## src/rtl/apb_req_arbiter_if.sv

```systemverilog
// Requester, APB-master command and bus-monitor signals of the request arbiter.
// The arbiter connects through the master modport; the environment driving the
// requesters and the bus uses the slave modport.
interface apb_req_arbiter_if #(
  parameter int ADDR_W = 8,
  parameter int DATA_W = 8
);
  // requester side
  logic              req0, req1;
  logic              rw0, rw1;
  logic [ADDR_W-1:0] addr0, addr1;
  logic [DATA_W-1:0] wdata0, wdata1;
  logic              gnt0, gnt1;
  logic              done0, done1;
  logic              err;
  logic [DATA_W-1:0] rdata;
  // command to the APB master
  logic              transfer;
  logic              read_write;
  logic [ADDR_W-1:0] apb_write_paddr, apb_read_paddr;
  logic [DATA_W-1:0] apb_write_data;
  // bus monitor
  logic              penable, pready;
  logic [DATA_W-1:0] prdata;

  modport master (
    input  req0, req1, rw0, rw1, addr0, addr1, wdata0, wdata1,
    input  penable, pready, prdata,
    output gnt0, gnt1, done0, done1, err, rdata,
    output transfer, read_write, apb_write_paddr, apb_read_paddr, apb_write_data
  );

  modport slave (
    output req0, req1, rw0, rw1, addr0, addr1, wdata0, wdata1,
    output penable, pready, prdata,
    input  gnt0, gnt1, done0, done1, err, rdata,
    input  transfer, read_write, apb_write_paddr, apb_read_paddr, apb_write_data
  );
endinterface

```

## src/rtl/apb_req_arbiter.sv

```systemverilog
// Two-requester round-robin arbiter in front of an APB master command port.
// IDLE arbitrates and latches the winner's command, XFER holds transfer until
// the bus completes (penable & pready) or the watchdog expires, DONE pulses the
// winner's done (with err on timeout) for one cycle.

// Per-requester grant/done flops.
module apb_req_arbiter_lane (
  input  logic pclk,
  input  logic preset,
  input  logic grant,   // won arbitration this cycle
  input  logic finish,  // transaction ends this cycle
  input  logic retire,  // DONE cycle, everything clears
  output logic gnt,
  output logic done
);
  // grant spans XFER+DONE, done spans DONE only
  always_ff @(posedge pclk or negedge preset) begin
    if (!preset) begin
      gnt  <= 1'b0;
      done <= 1'b0;
    end else begin
      if (grant)       gnt <= 1'b1;
      else if (retire) gnt <= 1'b0;
      if (finish)      done <= 1'b1;
      else if (retire) done <= 1'b0;
    end
  end
endmodule

module apb_req_arbiter #(
  parameter int ADDR_W  = 8,
  parameter int DATA_W  = 8,
  parameter int TIMEOUT = 16
) (
  input  logic                pclk,
  input  logic                preset,
  apb_req_arbiter_if.master   bus
);
  localparam int NUM_REQ = 2;
  localparam int CNT_W   = (TIMEOUT > 2) ? $clog2(TIMEOUT) : 1;

  typedef struct packed {
    logic              rw;
    logic [ADDR_W-1:0] addr;
    logic [DATA_W-1:0] wdata;
  } cmd_t;

  typedef enum logic [1:0] {IDLE, XFER, DONE} state_t;

  state_t                   state, state_nxt;
  logic   [NUM_REQ-1:0]     req, gnt, done, grant, finish;
  cmd_t   [NUM_REQ-1:0]     cmd_in;
  cmd_t                     cmd_q;
  logic                     last;      // index of last granted requester
  logic                     sel;       // index of current winner
  logic                     win;       // arbitration result this cycle
  logic                     any_req, complete, expire, retire;
  logic   [CNT_W-1:0]       cnt;
  logic                     transfer_q, err_q;
  logic   [DATA_W-1:0]      rdata_q;

  assign req       = {bus.req1, bus.req0};
  assign cmd_in[0] = {bus.rw0, bus.addr0, bus.wdata0};
  assign cmd_in[1] = {bus.rw1, bus.addr1, bus.wdata1};

  // next state plus one-cycle grant/finish/retire strobes
  always_comb begin
    state_nxt = state;
    grant     = '0;
    finish    = '0;
    retire    = 1'b0;
    any_req   = |req;
    // requester 1 wins alone, or on a tie when requester 0 went last
    win       = req[1] & (~req[0] | ~last);
    complete  = bus.penable & bus.pready;
    expire    = (cnt == CNT_W'(TIMEOUT - 1));
    case (state)
      IDLE: if (any_req) begin
        state_nxt  = XFER;
        grant[win] = 1'b1;
      end
      XFER: if (complete || expire) begin
        state_nxt   = DONE;
        finish[sel] = 1'b1;
      end
      DONE: begin
        state_nxt = IDLE;
        retire    = 1'b1;
      end
      default: state_nxt = IDLE;
    endcase
  end

  // state register
  always_ff @(posedge pclk or negedge preset) begin
    if (!preset) state <= IDLE;
    else         state <= state_nxt;
  end

  // command latch, watchdog, read capture and round-robin pointer
  always_ff @(posedge pclk or negedge preset) begin
    if (!preset) begin
      cmd_q      <= '0;
      transfer_q <= 1'b0;
      err_q      <= 1'b0;
      rdata_q    <= '0;
      cnt        <= '0;
      sel        <= 1'b0;
      last       <= 1'b1;
    end else begin
      case (state)
        IDLE: if (any_req) begin
          cmd_q      <= cmd_in[win];
          sel        <= win;
          transfer_q <= 1'b1;
          cnt        <= '0;
        end
        XFER: begin
          cnt <= cnt + 1'b1;
          // completion takes priority over a coincident timeout
          if (complete) begin
            transfer_q <= 1'b0;
            if (cmd_q.rw) rdata_q <= bus.prdata;
          end else if (expire) begin
            transfer_q <= 1'b0;
            err_q      <= 1'b1;
          end
        end
        DONE: begin
          last  <= sel;
          err_q <= 1'b0;
        end
        default: ;
      endcase
    end
  end

  for (genvar i = 0; i < NUM_REQ; i++) begin : g_lane
    apb_req_arbiter_lane u_lane (
      .pclk   (pclk),
      .preset (preset),
      .grant  (grant[i]),
      .finish (finish[i]),
      .retire (retire),
      .gnt    (gnt[i]),
      .done   (done[i])
    );
  end

  assign bus.gnt0            = gnt[0];
  assign bus.gnt1            = gnt[1];
  assign bus.done0           = done[0];
  assign bus.done1           = done[1];
  assign bus.err             = err_q;
  assign bus.rdata           = rdata_q;
  assign bus.transfer        = transfer_q;
  assign bus.read_write      = cmd_q.rw;
  assign bus.apb_write_paddr = cmd_q.addr;
  assign bus.apb_read_paddr  = cmd_q.addr;
  assign bus.apb_write_data  = cmd_q.wdata;
endmodule
```

## src/flat_wrapper.sv

```systemverilog
// flat-port wrapper written by rule: the top's interface ports become plain ports
module apb_req_arbiter_flat 
#(
  parameter int ADDR_W  = 8,
  parameter int DATA_W  = 8,
  parameter int TIMEOUT = 16
)
  (pclk, preset, bus_req0, bus_req1, bus_rw0, bus_rw1, bus_addr0, bus_addr1, bus_wdata0, bus_wdata1, bus_penable, bus_pready, bus_prdata, bus_gnt0, bus_gnt1, bus_done0, bus_done1, bus_err, bus_rdata, bus_transfer, bus_read_write, bus_apb_write_paddr, bus_apb_read_paddr, bus_apb_write_data);
  apb_req_arbiter_if #(.ADDR_W(ADDR_W), .DATA_W(DATA_W)) bus_i ();
  input  logic pclk;
  input  logic preset;
  input wire logic [$bits(bus_i.req0)-1:0] bus_req0;
  input wire logic [$bits(bus_i.req1)-1:0] bus_req1;
  input wire logic [$bits(bus_i.rw0)-1:0] bus_rw0;
  input wire logic [$bits(bus_i.rw1)-1:0] bus_rw1;
  input wire logic [$bits(bus_i.addr0)-1:0] bus_addr0;
  input wire logic [$bits(bus_i.addr1)-1:0] bus_addr1;
  input wire logic [$bits(bus_i.wdata0)-1:0] bus_wdata0;
  input wire logic [$bits(bus_i.wdata1)-1:0] bus_wdata1;
  input wire logic [$bits(bus_i.penable)-1:0] bus_penable;
  input wire logic [$bits(bus_i.pready)-1:0] bus_pready;
  input wire logic [$bits(bus_i.prdata)-1:0] bus_prdata;
  output wire logic [$bits(bus_i.gnt0)-1:0] bus_gnt0;
  output wire logic [$bits(bus_i.gnt1)-1:0] bus_gnt1;
  output wire logic [$bits(bus_i.done0)-1:0] bus_done0;
  output wire logic [$bits(bus_i.done1)-1:0] bus_done1;
  output wire logic [$bits(bus_i.err)-1:0] bus_err;
  output wire logic [$bits(bus_i.rdata)-1:0] bus_rdata;
  output wire logic [$bits(bus_i.transfer)-1:0] bus_transfer;
  output wire logic [$bits(bus_i.read_write)-1:0] bus_read_write;
  output wire logic [$bits(bus_i.apb_write_paddr)-1:0] bus_apb_write_paddr;
  output wire logic [$bits(bus_i.apb_read_paddr)-1:0] bus_apb_read_paddr;
  output wire logic [$bits(bus_i.apb_write_data)-1:0] bus_apb_write_data;
  assign bus_i.req0 = bus_req0;
  assign bus_i.req1 = bus_req1;
  assign bus_i.rw0 = bus_rw0;
  assign bus_i.rw1 = bus_rw1;
  assign bus_i.addr0 = bus_addr0;
  assign bus_i.addr1 = bus_addr1;
  assign bus_i.wdata0 = bus_wdata0;
  assign bus_i.wdata1 = bus_wdata1;
  assign bus_i.penable = bus_penable;
  assign bus_i.pready = bus_pready;
  assign bus_i.prdata = bus_prdata;
  assign bus_gnt0 = bus_i.gnt0;
  assign bus_gnt1 = bus_i.gnt1;
  assign bus_done0 = bus_i.done0;
  assign bus_done1 = bus_i.done1;
  assign bus_err = bus_i.err;
  assign bus_rdata = bus_i.rdata;
  assign bus_transfer = bus_i.transfer;
  assign bus_read_write = bus_i.read_write;
  assign bus_apb_write_paddr = bus_i.apb_write_paddr;
  assign bus_apb_read_paddr = bus_i.apb_read_paddr;
  assign bus_apb_write_data = bus_i.apb_write_data;
  apb_req_arbiter #(.ADDR_W(ADDR_W), .DATA_W(DATA_W), .TIMEOUT(TIMEOUT)) u_core (.pclk(pclk), .preset(preset), .bus(bus_i));
endmodule
```

## config.mk

```make
export PLATFORM = sky130hd
export DESIGN_NAME = apb_req_arbiter_flat
export DESIGN_NICKNAME = d
export VERILOG_FILES = /design/src/rtl/apb_req_arbiter_if.sv /design/src/rtl/apb_req_arbiter.sv /design/src/flat_wrapper.sv
export SDC_FILE = /design/constraint.sdc
export NUM_CORES = 1
export LEC_CHECK = 0
export CORE_ASPECT_RATIO = 0.5
export CORE_UTILIZATION = 40
export CTS_CLUSTER_DIAMETER = 80
export DETAILED_ROUTE_END_ITERATION = 10
export GPL_ROUTABILITY_DRIVEN = 0
export MAX_ROUTING_LAYER = met4
export PLACE_DENSITY = 0.86
export SYNTH_ARGS = -nofsm -noshare
export SYNTH_HDL_FRONTEND = slang
export SYNTH_SLANG_ARGS = --single-unit
export TNS_END_PERCENT = 1
```

## constraint.sdc

```tcl
create_clock -name pclk -period 2.1 [get_ports pclk]
set_input_delay 0.42 -clock pclk [delete_from_list [all_inputs] [get_ports pclk]]
set_output_delay 0.42 -clock pclk [all_outputs]
set_load 0.005 [all_outputs]
```

==> key figures <==
Timing
  – Clock skew: 3.00 ps
  – Maximum clock rate: 586 MHz
  – Max transition margin: 0.606
  – Final hold vios: 0
  – Final period util: 0.813
  – Slew @ Worst Pin: 591 ps
  – Setup TNS: 0 ps
  – Tmin final: 1710 ps
  – Unrepaired setup endpoints after global routing: false
  – Setup-failing EPs final: 0
  – Final Max Tran Viols: 0

Detailed routing
  – DR iter-0 viols: 66
  – Wire per inst: 16.1 um
  – Vias per cell: 5.11
  – ANT nets after route: 0
  – Drt pass-1 iters: 4
  – Via Count: 1543
  – Final WL: 4870 um
  – Remaining routing DRC violations: 0

Setup path
  – WP data required: 2280 ps
  – Crit-path max FO: 12
  – Crit. End Element: register
  – Crit Path Category: register to register
  – CP Data Arrival Time: 1890 ps
  – CP Launch Type: register

Global routing
  – Remaining Overflow, GRT: 0
  – GRT Total Usage: 0.234
  – First-pass GRT wire length: 8340 um
  – Number of antenna violations at the first check in global routing: 0
  – Largest net degree at the start of global routing: 40
  – Vias in the first global route: 1613

Clock network
  – Worst skew pair latency: 300 ps
  – CTS tree: done
  – CTS buffer count: 5
  – Worst-path clk slew: 80 ps
  – Post-CTS Repair Setup Buffers: 0
  – H-tree Lvls: 2
  – Sink Count: 39
  – Post-CTS Hold Buffers: 0
  – CTS max path bufs: 2
  – Clock Tree Root: clkbuf_8
  – Post-cts resize count: 0

Power and ir drop
  – LEAKAGE: 1.22 nW
  – Max VDD drop: 0.435 mV
  – Pwr per Cell Area: 1380 mW/mm2

Die
  – Die ar.: 0.00482 mm2
  – Row count: 16
  – Chip Width: 97.2 um
  – Core Box Area: 0.00412 mm2
  – Vert. Die Dim: 49.6 um
  – Io pins: 87
  – Initial Utilization: 0.439

Synth
  – Syn Inst Count: 162
  – Synth area leaders: dfrtp_1, mux2_2, nand2_1, mux2i_1, o21ai_0
  – Yosys warning total: 0
  – Register bit total from synthesis: 39
  – Synthesized area: 0.00181 mm2
  – Ys async rst share: 1.00
  – Seq/Total Area, Yosys: 0.539
  – Area leader, netlist: dfrtp_1
  – Avg Inst Size Synth: 11.2 um2
  – Post-synth net total: 214
  – EDFF count, synth: 0
  – Synth cell types: 37
  – Synth top area share: 0.525
  – Main synth FF type: dfrtp_1

Placed design
  – Post-DP HPWL: 3650 um
  – Placed instance area: 0.00268 mm2
  – I/O Buffers: 86

Final layout
  – Layout cells sized above 1: 0.129
  – Commonest cells after routing, fill and taps aside: clkdlybuf4s50_1, dfrtp_1, nand2_1
  – Ant diodes: 0
  – Most common library cell in the layout ignoring fill and taps: clkdlybuf4s50_1
  – Final instance area: 0.00280 mm2
  – Area growth from synthesis to layout: 54.5%
  – Nets: 299

Run status
  – Outcome: finished, final reports clean

Worst hold path
  – Worst min-delay path class: primary input to asynchronous set/reset pin

Flow run
  – Max-Cap Viols: 0
==> worst max-delay path, stage by stage, from the launching register on <==
cell	delay, ps
dfrtp_1	400
inv_1	80
ha_1	320
o21ai_2	150
buf_4	200
a222oi_1	350
inv_1	80
==> sequential cells by signal, summed over array words and instances, names as in the netlist <==
signal and count:
u_core.bus.err 1, u_core.sel 1, u_core.bus.rdata 8, u_core.last 1, u_core.bus.apb_write_data 8, u_core.state 2, u_core.g_lane.u_lane.gnt 2, u_core.g_lane.u_lane.done 2
u_core.bus.transfer 1, u_core.bus.read_write 1, u_core.bus.apb_read_paddr 8, u_core.cnt 4
==> metal layers <==
layer	wire [um]	GRT usage
met1	1940	0.266
met2	2610	0.412
met3	165	0.0312
met4	148	0.122
met5	0	-
==> stage by stage <==
step / instances / setup WS, ps / utilization / total power [mW] / hold WS, ps
4_1_cts: 302 / 379 / 0.679 / 3.89 / 185
2_1_floorplan: 162 / 630 / - / 2.22 / 124
5_1_grt: 302 / 246 / 0.679 / 4.13 / 208
3_3_place_gp: 294 / 259 / 0.650 / 3.11 / 464
6_report: 302 / 393 / 0.679 / 3.86 / 174
3_5_place_dp: 294 / 231 / 0.650 / 3.21 / 479
==> layout make-up <==
| type | count | area [um2] |
|---|---|---|
| fillers | 306 | 1330 |
| well taps | 54 | 67.6 |
| clock buffers | 6 | 82.6 |
| multi-input cells | 103 | 713 |
| flip-flops and latches | 39 | 977 |
| clock inverters | 2 | 35.0 |
| repair buffers | 92 | 901 |
| inverters | 6 | 22.5 |
==> synth_stat cells, types with 2 or more instances <==
| cell | instances |
|---|---|
| buf_6 | 2 |
| dfrtp_1 | 38 |
| nor2_1 | 5 |
| nand3_1 | 4 |
| o2bb2ai_1 | 2 |
| a22oi_1 | 6 |
| clkbuf_1 | 3 |
| inv_1 | 6 |
| a21o_2 | 2 |
| nand2_1 | 26 |
| mux2i_1 | 8 |
| a222oi_1 | 3 |
| o21ai_0 | 12 |
| a21oi_1 | 2 |
| mux2_2 | 10 |
| ha_1 | 4 |
| and2_1 | 2 |
| buf_4 | 8 |
==> cells by family after synthesis <==
family / Yosys count / synth area share
flip-flops: 39 / 0.539
buffers and inverters: 20 / 0.0670
AND/OR/NAND/NOR: 44 / 0.113
AO/OA/AOI/OAI: 37 / 0.146
multiplexers: 18 / 0.106
adder cells (fa/ha/maj): 4 / 0.0276
==> path summary, 6_finish.rpt <==
check	startpoint	end	slack, ps	cells after the start
hold / removal	preset	u_core.bus.apb_read_paddr[6]	170	2
max in group asynchronous	preset	u_core.last	1570	2
setup reg to reg	u_core.state[0]	u_core.bus.apb_read_paddr[6]	390	6
min in group pclk	u_core.bus.apb_write_data[6]	u_core.bus.apb_write_data[6]	500	2
hold reg to reg	u_core.bus.apb_write_data[6]	u_core.bus.apb_write_data[6]	500	2
setup / recovery	u_core.state[0]	u_core.bus.apb_read_paddr[6]	390	6
==> power by group <==
group / internal [mW] / total (mW) / switching, mW
clock: 0.384 / 0.654 / 0.269
combinational: 1.10 / 1.83 / 0.730
sequential: 1.12 / 1.38 / 0.260
No activity file was read; power rests on OpenSTA's default activity.
